$ cat src/rtl/pipe_stage_buf.sv
// pipe_stage_buf
//  Reusable inter-stage pipeline register with valid/ready flow control.
//  The payload is opaque; the block only moves it. With SKID=1 a second
//  entry absorbs the one extra beat accepted while downstream stalls. This
//  keeps up_ready a pure function of registered state (plus the global
//  rdy_in), so it has no combinational path from dn_ready.
//
//  Parameters
//    DATA_W  payload width in bits
//    SKID    1: two entries, registered up_ready
//            0: one entry, up_ready follows dn_ready combinationally
//    BUBBLE  value shown on dn_data when nothing valid is held
//
//  Ports
//    clk_in    clock, rising edge
//    rst_in    asynchronous active-high reset
//    rdy_in    global enable; 0 freezes state and blocks both handshakes
//    flush_in  synchronous kill of all held entries (beats rdy_in)
//    up_valid  upstream presents up_data
//    up_ready  block accepts up_data this cycle
//    up_data   upstream payload
//    dn_valid  dn_data carries a valid payload
//    dn_ready  downstream consumes dn_data this cycle
//    dn_data   payload to downstream, BUBBLE when not valid
//    busy_out  block cannot accept a new beat
module pipe_stage_buf #(
  parameter int                 DATA_W = 128,
  parameter int                 SKID   = 1,
  parameter logic [DATA_W-1:0]  BUBBLE = '0
) (
  input  logic              clk_in,
  input  logic              rst_in,
  input  logic              rdy_in,
  input  logic              flush_in,
  input  logic              up_valid,
  output logic              up_ready,
  input  logic [DATA_W-1:0] up_data,
  output logic              dn_valid,
  input  logic              dn_ready,
  output logic [DATA_W-1:0] dn_data,
  output logic              busy_out
);

  localparam bit USE_SKID = (SKID != 0);

  localparam logic [1:0] ST_EMPTY = 2'd0;
  localparam logic [1:0] ST_FULL  = 2'd1;
  localparam logic [1:0] ST_SKID  = 2'd2;

  logic [1:0]        state_q, state_d;
  logic [DATA_W-1:0] main_q, main_d;
  logic [DATA_W-1:0] skid_q, skid_d;
  logic              main_valid;
  logic              up_xfer;
  logic              dn_xfer;

  assign main_valid = (state_q != ST_EMPTY);

  // up_ready is held low while rst_in is asserted, so upstream sees no
  // acceptance until reset has been released.
  generate
    if (USE_SKID) begin : g_skid
      assign up_ready = !rst_in && rdy_in && (state_q != ST_SKID);
      assign busy_out = (state_q == ST_SKID);
    end else begin : g_noskid
      assign up_ready = !rst_in && rdy_in && (!main_valid || dn_ready);
      assign busy_out = main_valid && !dn_ready;
    end
  endgenerate

  assign dn_valid = rdy_in && main_valid;
  assign dn_data  = main_q;

  assign up_xfer = up_valid && up_ready;
  assign dn_xfer = dn_valid && dn_ready;

  always_comb begin
    state_d = state_q;
    main_d  = main_q;
    skid_d  = skid_q;
    if (flush_in) begin
      // Flush wins over everything, including a same-cycle up_xfer.
      state_d = ST_EMPTY;
      main_d  = BUBBLE;
      skid_d  = BUBBLE;
    end else begin
      case (state_q)
        ST_EMPTY: begin
          if (up_xfer) begin
            state_d = ST_FULL;
            main_d  = up_data;
          end
        end
        ST_FULL: begin
          if (up_xfer && dn_xfer) begin
            main_d = up_data;
          end else if (up_xfer && USE_SKID) begin
            // The new beat is younger than main, so it parks in skid.
            state_d = ST_SKID;
            skid_d  = up_data;
          end else if (dn_xfer) begin
            state_d = ST_EMPTY;
            main_d  = BUBBLE;
          end
        end
        ST_SKID: begin
          if (dn_xfer) begin
            state_d = ST_FULL;
            main_d  = skid_q;
            skid_d  = BUBBLE;
          end
        end
        default: begin
          state_d = ST_EMPTY;
          main_d  = BUBBLE;
          skid_d  = BUBBLE;
        end
      endcase
    end
  end

  // Stage boundary: state and payload registers.
  always_ff @(posedge clk_in or posedge rst_in) begin
    if (rst_in) begin
      state_q <= ST_EMPTY;
      main_q  <= BUBBLE;
      skid_q  <= BUBBLE;
    end else begin
      state_q <= state_d;
      main_q  <= main_d;
      skid_q  <= skid_d;
    end
  end

endmodule

$ cat config.mk
export PLATFORM = sky130hd
export DESIGN_NAME = pipe_stage_buf
export DESIGN_NICKNAME = d
export VERILOG_FILES = /design/src/rtl/pipe_stage_buf.sv
export SDC_FILE = /design/constraint.sdc
export NUM_CORES = 1
export LEC_CHECK = 0
export CORE_MARGIN = 5
export CORE_UTILIZATION = 54
export CTS_BUF_LIST = sky130_fd_sc_hd__clkbuf_4 sky130_fd_sc_hd__clkbuf_8
export CTS_CLUSTER_SIZE = 24
export DETAILED_ROUTE_END_ITERATION = 8
export PLACE_DENSITY_LB_ADDON = 0.25
export SYNTH_ARGS = -nofsm -noshare
export SYNTH_HDL_FRONTEND = slang
export SYNTH_SLANG_ARGS = --single-unit
$ cat constraint.sdc
create_clock -name clk_in -period 11.6 [get_ports clk_in]
set_clock_uncertainty 0.05 [all_clocks]
set_input_delay 2.9 -clock clk_in [delete_from_list [all_inputs] [get_ports clk_in]]
set_output_delay 2.9 -clock clk_in [all_outputs]
set_load 0.01 [all_outputs]
---- After elaboration in Yosys (flattened, before gate mapping) ----
Index checks and enable logic that the tools add are counted.
word-level totals
  register bits ........................... 258
  bits in latches ......................... 0
  memory bits (writable) .................. 0
  ROM bits ................................ 0
  bits of input ports ..................... 134
  memories ................................ 0
cells by class
  $add $sub $neg .......................... 0
  multiply operators ...................... 0
  divide/modulo/power cells ............... 0
  $lt $le $gt $ge ......................... 0
  equality and inequality tests ........... 11
  shifts and indexed selects .............. 0
  multiplexer cells ....................... 17
  bitwise logic cells ..................... 0
  reduce and logical (&&, ||, !) cells .... 12
operators with widths
  kind                  number
  $mux W128             8
  $pmux W128 S3         2
  $mux W2               6
  $ne A4 B4 Y1 const B  3
  $reduce_and A4 Y1     3
  $ne A3 B3 Y1 const B  3
  $logic_and A1 B1 Y1   6
  $pmux W2 S3           1
  $ne A2 B2 Y1 const B  2
  $ne A3 B2 Y1 const B  1
  $eq A2 B1 Y1 const B  1
  $eq A2 B2 Y1 const B  1
  $logic_not A2 Y1      1
  $reduce_bool A2 Y1    1
  $logic_not A1 Y1      1

---- Logic depth before layout (Yosys ltp) ----
  depth after elaboration ................. 8
  gate-level depth with buffers ........... 8
  mapped depth without buffers ............ 4

---- Worst setup path after synthesis ----
OpenSTA, ideal clock, no wires.
  path kind ............................... input -> output
  start point ............................. input port rst_in
  end point ............................... output port up_ready
  arrival ................................. 3.221 ns
  data required time ...................... 8.650 ns
  setup slack ............................. 5.429 ns
  cell stages on the path ................. 1
  path through ............................ nor3b_1
between the ends
  word-level cells in the longest chain between the ends .. 3
RTL lines
  element                           line  RTL
  start: declaration                32    input logic rst_in,
  $logic_not A1 Y1 (no line)        --
  $logic_and A1 B1 Y1 (2 in a row)  63    assign up_ready = !rst_in && rdy_in && (state_q != ST_SKID);
  end: declaration                  36    output logic up_ready,
No other way between the ends.

---- Worst setup path after layout ----
Same ends and word-level chain as after synthesis.

==> results.json <==
{
  "grt_usage_pct": 25.2,
  "synth_nets": 1317,
  "clk_root_buffer_cell": "sky130_fd_sc_hd__clkbuf_8",
  "switching_share_pct": 24.8,
  "crit_slowest_cell": "sky130_fd_sc_hd__clkdlybuf4s50_1",
  "synth-edff-count": 0,
  "tritoncts": "yes",
  "fp.dieArea_mm2": 0.0275,
  "post-synth-top-area-fraction_pct": 49.2,
  "post_route_cells_drive_above_1_share_pct": 11.0,
  "grt_first_pass_wirelength_mm": 57.9,
  "post-route-cell-area_mm2": 0.0167,
  "power.share.clock_pct": 43.8,
  "worst-r2r-cell-count": 6,
  "sequential_cell_fraction_of_total_power_pct": 44.8,
  "wl_per_cell_um": 20.5,
  "area.growth.synth_to_final_pct": 27.4,
  "yosysTopAreaCell": "sky130_fd_sc_hd__dfrtp_1",
  "synth_top_family_by_area": "compound AO/OA/AOI/OAI gates",
  "slew_headroom_pct": 30.5,
  "cpMostUsedCell": "sky130_fd_sc_hd__clkdlybuf4s50_1",
  "yosysSeqAreaShare_pct": 49.2,
  "cts-buffers-inserted": 45,
  "crit_path_kind": "input port to primary output",
  "path_max_fanout": 5,
  "total_switching_power_w": 0.000518,
  "timing_worst_slew_pin_value_ns": 1.04,
  "clkLatencyLatePin_ns": 0.53,
  "type_of_element_launching_the_critical_path": "input port",
  "timing.rr.end": "dn_data[39]",
  "ctsResizeCount": 0,
  "relative_contribution_of_combinational_cells_to_total_power_pct": 11.4,
  "place_congestion": 0.800,
  "total_leakage_power_nw": 6.51,
  "numPortBuffers": 264,
  "cts.htree.levels": 2,
  "die_width_um": 166,
  "boundaryPins": 265,
  "yosys_register_bits": 258,
  "intPower_w": 0.00157,
  "timing.fmax_mhz": 139,
  "drtAntennaViolNets": 0,
  "fin_tns_setup_ns": 0,
  "postRouteWirelength_mm": 35.8,
  "cell_count_of_the_worst_hold_path": 1,
  "detailroute.via_count": 10500,
  "required_ns": 8.65,
  "post_cts_buffers": 0,
  "synth-xor-area-share_pct": 0,
  "worst_hold_path.endpoint": "dn_data[120]",
  "number_of_placement_rows": 57,
  "dp.final_hpwl_mm": 20.5,
  "synthSimpleGateAreaFrac_pct": 13.4,
  "power.density_mw_per_mm2": 125,
  "worstPathCellList": "clkdlybuf4s50_1, nor3b_1, clkdlybuf4s50_1",
  "die_height_um": 166,
  "yosys_warnings": 0,
  "critPathCaptureType": "primary output",
  "placed_cells": 1658,
  "synth_area_leaders": "sky130_fd_sc_hd__dfrtp_1 49%, sky130_fd_sc_hd__mux2i_1 9.8%, sky130_fd_sc_hd__a22o_1 8.5%",
  "report.power.total_w": 0.00209,
  "synth_mux_area_share_pct": 9.77,
  "synthesis.instances": 1183,
  "r2r_startpoint": "state_q[1]",
  "r2r_slack_ns": 7.78,
  "synth_area_mm2": 0.0131,
  "initialDrtViolationCount": 757,
  "grt_use_met2_pct": 39.7,
  "vdd.ir_drop.worst_mv": 0.0820,
  "numClockSinks": 258,
  "synth_area_per_cell_um2": 11.1,
  "grt_setup_unrepaired": "false",
  "detailedRoute.firstPassIterationCount": 5,
  "netlist_top_cells_count": "258 x sky130_fd_sc_hd__dfrtp_1, 129 x sky130_fd_sc_hd__nand2b_1, 128 x sky130_fd_sc_hd__a22o_1, 128 x sky130_fd_sc_hd__mux2i_1, 128 x sky130_fd_sc_hd__o2bb2ai_1",
  "via_count_of_the_first_global_routing_pass": 10600,
  "max_slew_violations": 0,
  "busiest_layer": "met2",
  "clock_tree.buffer_depth": 3,
  "min_path_type": "flip-flop to flip-flop",
  "arrival_ns": 4.25,
  "yosys.area_share.adder_pct": 0,
  "outcome": "finished clean",
  "maxCapViolCount": 0,
  "setup_viol_count_final": 0,
  "min_period_over_period_pct": 62.1,
  "post_cts_hold_buffer_count": 0,
  "globalRouteMet1Util_pct": 35.1,
  "finalHoldViolations": 0,
  "synth_cell_type_count": 32,
  "ys_async_sr_fraction_pct": 100,
  "initial_standard_cell_utilization_of_the_core_pct": 54.4,
  "most_frequently_used_cell_type_in_the_post_synthesis_netlist": "sky130_fd_sc_hd__dfrtp_1",
  "groute.layer.met3.usage_pct": 5.78,
  "holdCritStartpoint": "dn_data[120]",
  "antenna_found_initial": 4,
  "fin_nets": 1515,
  "layout.filler_cells": 1919,
  "grt_max_degree": 105,
  "path_clk_slew_ns": 0.06,
  "via_per_inst": 6.03,
  "finalCriticalPeriod_ns": 7.20,
  "finalNonFillerCells": 1745,
  "placed_cell_area_mm2": 0.0157,
  "core-area_mm2": 0.0241,
  "detail_route.drc_violations": 0,
  "critical_path.max_stage_delay_ns": 0.56,
  "synth_flop_cell": "sky130_fd_sc_hd__dfrtp_1",
  "compound_cell_area_share_of_the_yosys_netlist_pct": 22.6,
  "remaining_global_route_overflow": 0
}
layout make-up:
cell class                 count  area, um^2  share of cell area (%)
clock inverter                 4        26.3                   0.157
multi-input combinational    796        6050                    36.2
inverter                       1        11.3                  0.0674
clock buffer                  79        1000                    5.98
timing repair buffer         279        2750                    16.5
sequential                   258        6460                    38.7
tap                          324         405                    2.43
antenna                        4        10.0                  0.0599
metrics by stage:
step | hold slack (ns) | utilization [%] | worst slack (ns)
floorplan | 0.455 | - | 1.55
global placement | 0.437 | 65.0 | 4.40
detailed placement | 0.440 | 65.0 | 4.39
CTS | 0.458 | 69.3 | 4.39
global route | 0.464 | 69.3 | 4.34
finish | 0.452 | 69.3 | 4.40
logic make-up after synthesis:
family	count (synthesis)
muxes	128
AOI/OAI and AO/OA	393
DFF	258
buffers and inverters	129
and+or+nand+nor	275
state kept, by name, summed over array words and instances, names as in the netlist:
name and flops:
skid_q 128, state_q 2, dn_data 128
power groups by stage:
stage	logic [W]	registers (W)	clock network [W]
4_1_cts	0.000241	0.000938	0.000932
2_1_floorplan	0.000110	0.000954	0
5_1_grt	0.000259	0.000940	0.000981
3_3_place_gp	0.000236	0.000954	0
3_5_place_dp	0.000240	0.000954	0
6_report	0.000239	0.000938	0.000916
placed cells by master (no fill, tap or decap), drive strengths merged, types with 3 or more instances in the layout:
cell type	instances
buf	16
o21ai	131
nor2b	4
clkdlybuf4s50	263
a21oi	4
clkbuf	79
a22o	128
diode	4
nand2	4
nand2b	129
mux2i	128
nand3	130
clkinv	3
o2bb2ai	128
dfrtp	258
how the worst max path moves through the flow:
stage	start	endpoint	slack, ns
3_3_place_gp	rst_in	up_ready	4.40
6_report	rst_in	up_ready	4.40
5_1_grt	rdy_in	up_ready	4.34
3_5_place_dp	rst_in	up_ready	4.39
2_1_floorplan	rst_in	dn_data[0]	1.55
4_1_cts	rst_in	up_ready	4.39
metal layers:
metal	share of wire, %	up-vias
li1	-	4807
met1	44	5321
met2	48	355
met3	6.3	45
met4	1.9	0
met5	0	-
worst max-delay path: cells and delay by family:
| kind | cells | cell delay [ns] |
|---|---|---|
| buffers and inverters | 2 | 1.10 |
| AND/OR/NAND/NOR | 1 | 0.24 |
Power figures use the tool's default switching activity.
